[src/rtl/multicycle_ctrl.sv]
// rtl/multicycle_ctrl.sv - multi-cycle main control FSM (FETCH/DECODE/EXEC/MEM/WB)
module multicycle_ctrl #(
  parameter int OP_W     = 6,
  parameter int ALU_OP_W = 3,
  parameter int CNT_W    = 32
) (
  input  logic                clk_i,
  input  logic                rst_n,
  input  logic [OP_W-1:0]     instr_op_i,
  input  logic                mem_ready_i,
  input  logic                zero_i,
  output logic                pc_write_o,
  output logic                ir_write_o,
  output logic                mem_read_o,
  output logic                mem_write_o,
  output logic                reg_write_o,
  output logic                reg_dst_o,
  output logic                alu_src_o,
  output logic                mem_to_reg_o,
  output logic                branch_o,
  output logic [ALU_OP_W-1:0] alu_op_o,
  output logic                illegal_o,
  output logic                retire_o,
  output logic [CNT_W-1:0]    instr_cnt_o,
  output logic [2:0]          state_o
);

  typedef enum logic [2:0] {
    S_FETCH  = 3'd0,
    S_DECODE = 3'd1,
    S_EXEC   = 3'd2,
    S_MEM    = 3'd3,
    S_WB     = 3'd4
  } state_t;

  localparam logic [OP_W-1:0] OP_R    = OP_W'(6'h00);
  localparam logic [OP_W-1:0] OP_ADDI = OP_W'(6'h08);
  localparam logic [OP_W-1:0] OP_SLTI = OP_W'(6'h0A);
  localparam logic [OP_W-1:0] OP_LW   = OP_W'(6'h23);
  localparam logic [OP_W-1:0] OP_SW   = OP_W'(6'h2B);
  localparam logic [OP_W-1:0] OP_BEQ  = OP_W'(6'h04);

  localparam logic [ALU_OP_W-1:0] ALU_ADD  = ALU_OP_W'(2'd0);
  localparam logic [ALU_OP_W-1:0] ALU_SUB  = ALU_OP_W'(2'd1);
  localparam logic [ALU_OP_W-1:0] ALU_FUNC = ALU_OP_W'(2'd2);
  localparam logic [ALU_OP_W-1:0] ALU_SLT  = ALU_OP_W'(2'd3);

  state_t            state;
  state_t            state_nxt;
  logic [OP_W-1:0]   op_q;
  logic              ready;
  logic              supported;
  logic              is_r;
  logic              is_slti;
  logic              is_lw;
  logic              is_sw;
  logic              is_beq;
  logic [ALU_OP_W-1:0] exec_alu_op;
  logic              exec_alu_src;

  // Reset masks the handshake so FETCH never loads IR/PC while held in reset.
  assign ready = mem_ready_i & rst_n;

  assign supported = (instr_op_i == OP_R)   || (instr_op_i == OP_ADDI) ||
                     (instr_op_i == OP_SLTI)|| (instr_op_i == OP_LW)   ||
                     (instr_op_i == OP_SW)  || (instr_op_i == OP_BEQ);

  assign is_r    = (op_q == OP_R);
  assign is_slti = (op_q == OP_SLTI);
  assign is_lw   = (op_q == OP_LW);
  assign is_sw   = (op_q == OP_SW);
  assign is_beq  = (op_q == OP_BEQ);

  always_comb begin
    exec_alu_op  = ALU_ADD;
    exec_alu_src = 1'b1;
    if (is_r) begin
      exec_alu_op  = ALU_FUNC;
      exec_alu_src = 1'b0;
    end else if (is_slti) begin
      exec_alu_op  = ALU_SLT;
    end else if (is_beq) begin
      exec_alu_op  = ALU_SUB;
      exec_alu_src = 1'b0;
    end
  end

  always_ff @(posedge clk_i or negedge rst_n) begin
    if (!rst_n) begin
      state <= S_FETCH;
      op_q  <= '0;
    end else begin
      state <= state_nxt;
      if (state == S_DECODE) begin
        op_q <= instr_op_i;
      end
    end
  end

  always_ff @(posedge clk_i or negedge rst_n) begin
    if (!rst_n) begin
      instr_cnt_o <= '0;
    end else if (retire_o) begin
      instr_cnt_o <= instr_cnt_o + CNT_W'(1);
    end
  end

  always_comb begin
    state_nxt    = state;
    pc_write_o   = 1'b0;
    ir_write_o   = 1'b0;
    mem_read_o   = 1'b0;
    mem_write_o  = 1'b0;
    reg_write_o  = 1'b0;
    reg_dst_o    = 1'b0;
    alu_src_o    = 1'b0;
    mem_to_reg_o = 1'b0;
    branch_o     = 1'b0;
    alu_op_o     = ALU_ADD;
    illegal_o    = 1'b0;
    retire_o     = 1'b0;
    case (state)
      S_FETCH: begin
        mem_read_o = 1'b1;
        if (ready) begin
          ir_write_o = 1'b1;
          pc_write_o = 1'b1;
          state_nxt  = S_DECODE;
        end
      end
      S_DECODE: begin
        if (supported) begin
          state_nxt = S_EXEC;
        end else begin
          illegal_o = 1'b1;
          state_nxt = S_FETCH;
        end
      end
      S_EXEC: begin
        alu_op_o  = exec_alu_op;
        alu_src_o = exec_alu_src;
        if (is_beq) begin
          branch_o   = zero_i;
          pc_write_o = zero_i;
          retire_o   = 1'b1;
          state_nxt  = S_FETCH;
        end else if (is_lw || is_sw) begin
          state_nxt = S_MEM;
        end else begin
          state_nxt = S_WB;
        end
      end
      S_MEM: begin
        // Address operands stay on the ALU for the whole access.
        alu_op_o    = ALU_ADD;
        alu_src_o   = 1'b1;
        mem_read_o  = is_lw;
        mem_write_o = is_sw;
        if (ready) begin
          if (is_lw) begin
            state_nxt = S_WB;
          end else begin
            retire_o  = is_sw;
            state_nxt = S_FETCH;
          end
        end
      end
      S_WB: begin
        alu_op_o     = exec_alu_op;
        alu_src_o    = exec_alu_src;
        reg_write_o  = 1'b1;
        retire_o     = 1'b1;
        reg_dst_o    = is_r;
        mem_to_reg_o = is_lw;
        state_nxt    = S_FETCH;
      end
      default: state_nxt = S_FETCH;
    endcase
  end

  assign state_o = state;

endmodule
[config.mk]
export PLATFORM = sky130hd
export DESIGN_NAME = multicycle_ctrl
export DESIGN_NICKNAME = d
export VERILOG_FILES = /design/src/rtl/multicycle_ctrl.sv
export SDC_FILE = /design/constraint.sdc
export NUM_CORES = 1
export LEC_CHECK = 0
export ABC_CLOCK_PERIOD_IN_PS = 2000
export CORE_MARGIN = 2
export CORE_UTILIZATION = 44
export DETAILED_ROUTE_END_ITERATION = 6
export PLACE_DENSITY = 0.87
export SLEW_MARGIN = 20
export SYNTH_ARGS = -nofsm -noshare
export SYNTH_HDL_FRONTEND = slang
export SYNTH_SLANG_ARGS = --single-unit
[constraint.sdc]
create_clock -name clk_i -period 2 [get_ports clk_i]
set_clock_uncertainty 0.05 [all_clocks]
set_input_delay 0.3 -clock clk_i [delete_from_list [all_inputs] [get_ports clk_i]]
set_output_delay 0.3 -clock clk_i [all_outputs]
set_load 0.03 [all_outputs]
==> results.sh <==
export IMPL_timing_setup_tns_ps=-1780
export IMPL_diodes=0
export IMPL_finalMaxSlewViolations=0
export IMPL_synthDistinctLibCells=42
export IMPL_die_area_mm2=0.00560
export IMPL_grt_use_total_pct=25.8
export IMPL_h_tree_depth=2
export IMPL_gp_congestion=0.878
export IMPL_drt_iter0_markers=197
export IMPL_worst_setup_path_start_kind="register"
export IMPL_r2r_start="op_q[4]"
export IMPL_clk_latency_ps=300
export IMPL_overflow=0
export IMPL_slew_limit_headroom_pct=64.5
export IMPL_routed_wire_length_per_instance_um=18.5
export IMPL_seq_area_mm2=0.00104
export IMPL_multi_input_area_mm2=0.00138
export IMPL_rsz0062_at_grt="yes"
export IMPL_cts_sinks=41
export IMPL_worst_r2r_cell_count=7
export IMPL_ys_seq_area_share_pct=46.5
export IMPL_required_ps=1650
export IMPL_critPathMaxFanout=4
export IMPL_drcViolationCount=0
export IMPL_min_period_over_period_pct=109
export IMPL_hold_buffers=0
export IMPL_fin_crit_ps=2170
export IMPL_synthAdderAreaFrac_pct=0.567
export IMPL_min_path_type="input port to asynchronous set/reset pin"
export IMPL_grt_pass1_vias=2178
export IMPL_place_area_mm2=0.00304
export IMPL_outcome="finished with violations"
export IMPL_violations="setup timing"
export IMPL_end_kind="output port"
export IMPL_syn_to_final_growth_pct=58.9
export IMPL_syn_inst=221
export IMPL_power_density_mw_per_mm2=578
export IMPL_io_buffer_count=57
export IMPL_cts_tree="built"
export IMPL_cts_buffers_inserted=5
export IMPL_synth_xor_area_share_pct=12.3
export IMPL_drt_wl_total_um=7060
export IMPL_synthMuxAreaShare_pct=3.52
export IMPL_worst_pin_slew_ps=531
export IMPL_cap_violations=0
export IMPL_antenna_found_initial=0
export IMPL_synthTopCellsByArea="dfrtp_1 47%, xnor2_1 8.3%, xor2_1 4.0%"
export IMPL_fin_util_pct=73.3
export IMPL_clkTransAtPathRegs_ps=80
export IMPL_grt_max_degree=42
export IMPL_drtAntennaViolNets=0
export IMPL_grt_pass1_wl_um=10800
export IMPL_r2r_slack_ps=-90
export IMPL_vdd_drop_max_v=0.000596
export IMPL_die_x_um=74.8
export IMPL_layout_drive_gt1_share_pct=36.6
export IMPL_hpwl_um=4350
export IMPL_synth_top_area_share_pct=46.5
export IMPL_final_common_cell="clkdlybuf4s50_1"
export IMPL_clockBufferDepth=2
export IMPL_pin_count=59
export IMPL_die_h_um=74.8
export IMPL_synth_compound_area_share_pct=7.32
export IMPL_synthesis_area_mm2=0.00221
export IMPL_core_area_mm2=0.00479
export IMPL_p_leak_nw=1.52
export IMPL_ys_seq_elements=41
export IMPL_fin_nets=324
export IMPL_dr_pass1_iters=4
export IMPL_yosysWarnings=0
export IMPL_critPathKind="register to output port"
export IMPL_post_place_ws_ps=-298
export IMPL_routed_via_density=5.71
export IMPL_root_buffer="clkbuf_8"
export IMPL_finalWorstSetupSlack_ps=-173
export IMPL_setup_viol=27
export IMPL_layout_common_cells="42 x clkdlybuf4s50_1, 33 x buf_4, 32 x dfrtp_1"
export IMPL_synth_top_family_by_area="simple AND/OR/NAND/NOR gates"
export IMPL_n_fill_cell=280
export IMPL_netlist_top_cell_by_area="dfrtp_1"
export IMPL_critPathArrivalTime_ps=1820
export IMPL_rows=25
export IMPL_synth_simple_area_share_pct=26.2
export IMPL_worst_path_max_delay_cell="or4_4"
export IMPL_initial_core_util_pct=46.1
export IMPL_synth_fp_nets=232
export IMPL_fin_area_mm2=0.00351
export IMPL_cpPeakStageDelay_ps=560
export IMPL_critical_path_cell_chain="nand2b_4, or4_4, o21a_4, clkinv_4, buf_6"
export IMPL_fmaxAchievable_ghz=0.460
export IMPL_r2r_end="instr_cnt_o[30]"
export IMPL_num_vias=2175
export IMPL_power_mw=2.03
export IMPL_synth_avg_cell_area_um2=9.98
export IMPL_final_hold_viol_count=0
## synth_stat cells (all sizes together)
cell type  count
clkinv         1
xnor2         21
o21ai          6
nand4b         2
o211ai        10
a21oi          4
and2           2
o2111ai        1
ha             1
xor2          10
nor3          12
nand4          4
and3b          1
mux2           6
nor2b          5
nand2         22
dfrtp         41
a31oi          2
nor2          13
or2            2
nor4           8
mux2i          1
nor4b          1
nand3         13
inv            3
or4            1
and4           4
or3            2
buf            6
and3           6
conb           1
nand3b         1
nand2b         2
nor3b          1
clkbuf         4
o21a           1
## power breakdown
part           total (mW)  internal (mW)  leakage, nW  switching [mW]
logic               0.471          0.223        0.979           0.249
clock network       0.570          0.281       0.0445           0.289
registers           0.986          0.882        0.497           0.104
total                2.03           1.39         1.52           0.643
## cells by family after synthesis
| group | after synthesis |
|---|---|
| other cells | 1 |
| mux | 7 |
| simple gates | 102 |
| fa+ha+maj | 1 |
| xor+xnor | 31 |
| compound gates | 24 |
| buf+inv | 14 |
| flops | 41 |
## flip-flops by register name, summed over array words and instances, names as in the netlist
register,flops
op_q,6
instr_cnt_o,32
state_o,3
## per-layer routing
layer  vias up  global-route usage (%)  part of all wire (%)
li1        964                       -                     -
met1      1083                    31.9                    39
met2       102                    43.6                    52
met3        26                    5.49                   5.8
met4         0                    11.3                   3.1
met5         -                       0                     0
## through the flow
stage	cells	hold slack (ps)
after floorplan	221	-45.6
after global placement	361	409
after detailed placement	361	411
after CTS	377	190
after global routing	381	225
final	381	185
## timing repair
| action | 4_1_cts | 5_1_grt |
|---|---|---|
| gates resized for setup | 19 | 52 |
| pin swaps | 3 | 18 |
| endpoints found under the setup margin | 12 | 41 |
| setup buffers | 8 | 4 |
## worst max-delay path, delay by kind of cell, from the launching register on
kind	cells	cell delay (ps)
buffers and inverters	2	180
flip-flops	1	460
AO/OA/AOI/OAI	1	170
AND/OR/NAND/NOR	2	730
## worst max path at each step
stage / from / end / slack [ps]
global placement: mem_ready_i / instr_cnt_o[15] / -270
finish: op_q[4] / retire_o / -170
floorplan: state_o[1] / pc_write_o / -100
detailed placement: mem_ready_i / instr_cnt_o[25] / -300
CTS: op_q[4] / mem_read_o / -80
global route: op_q[4] / retire_o / -200
## area by class of cell
type,instances,area share [%]
Clock buffer,7,2.46
Multi-Input combinational cell,166,39.4
Tap cell,67,2.39
Sequential cell,41,29.6
Inverter,4,0.571
Clock inverter,1,0.214
Timing Repair Buffer,95,25.3
Power figures use the tool's default switching activity.
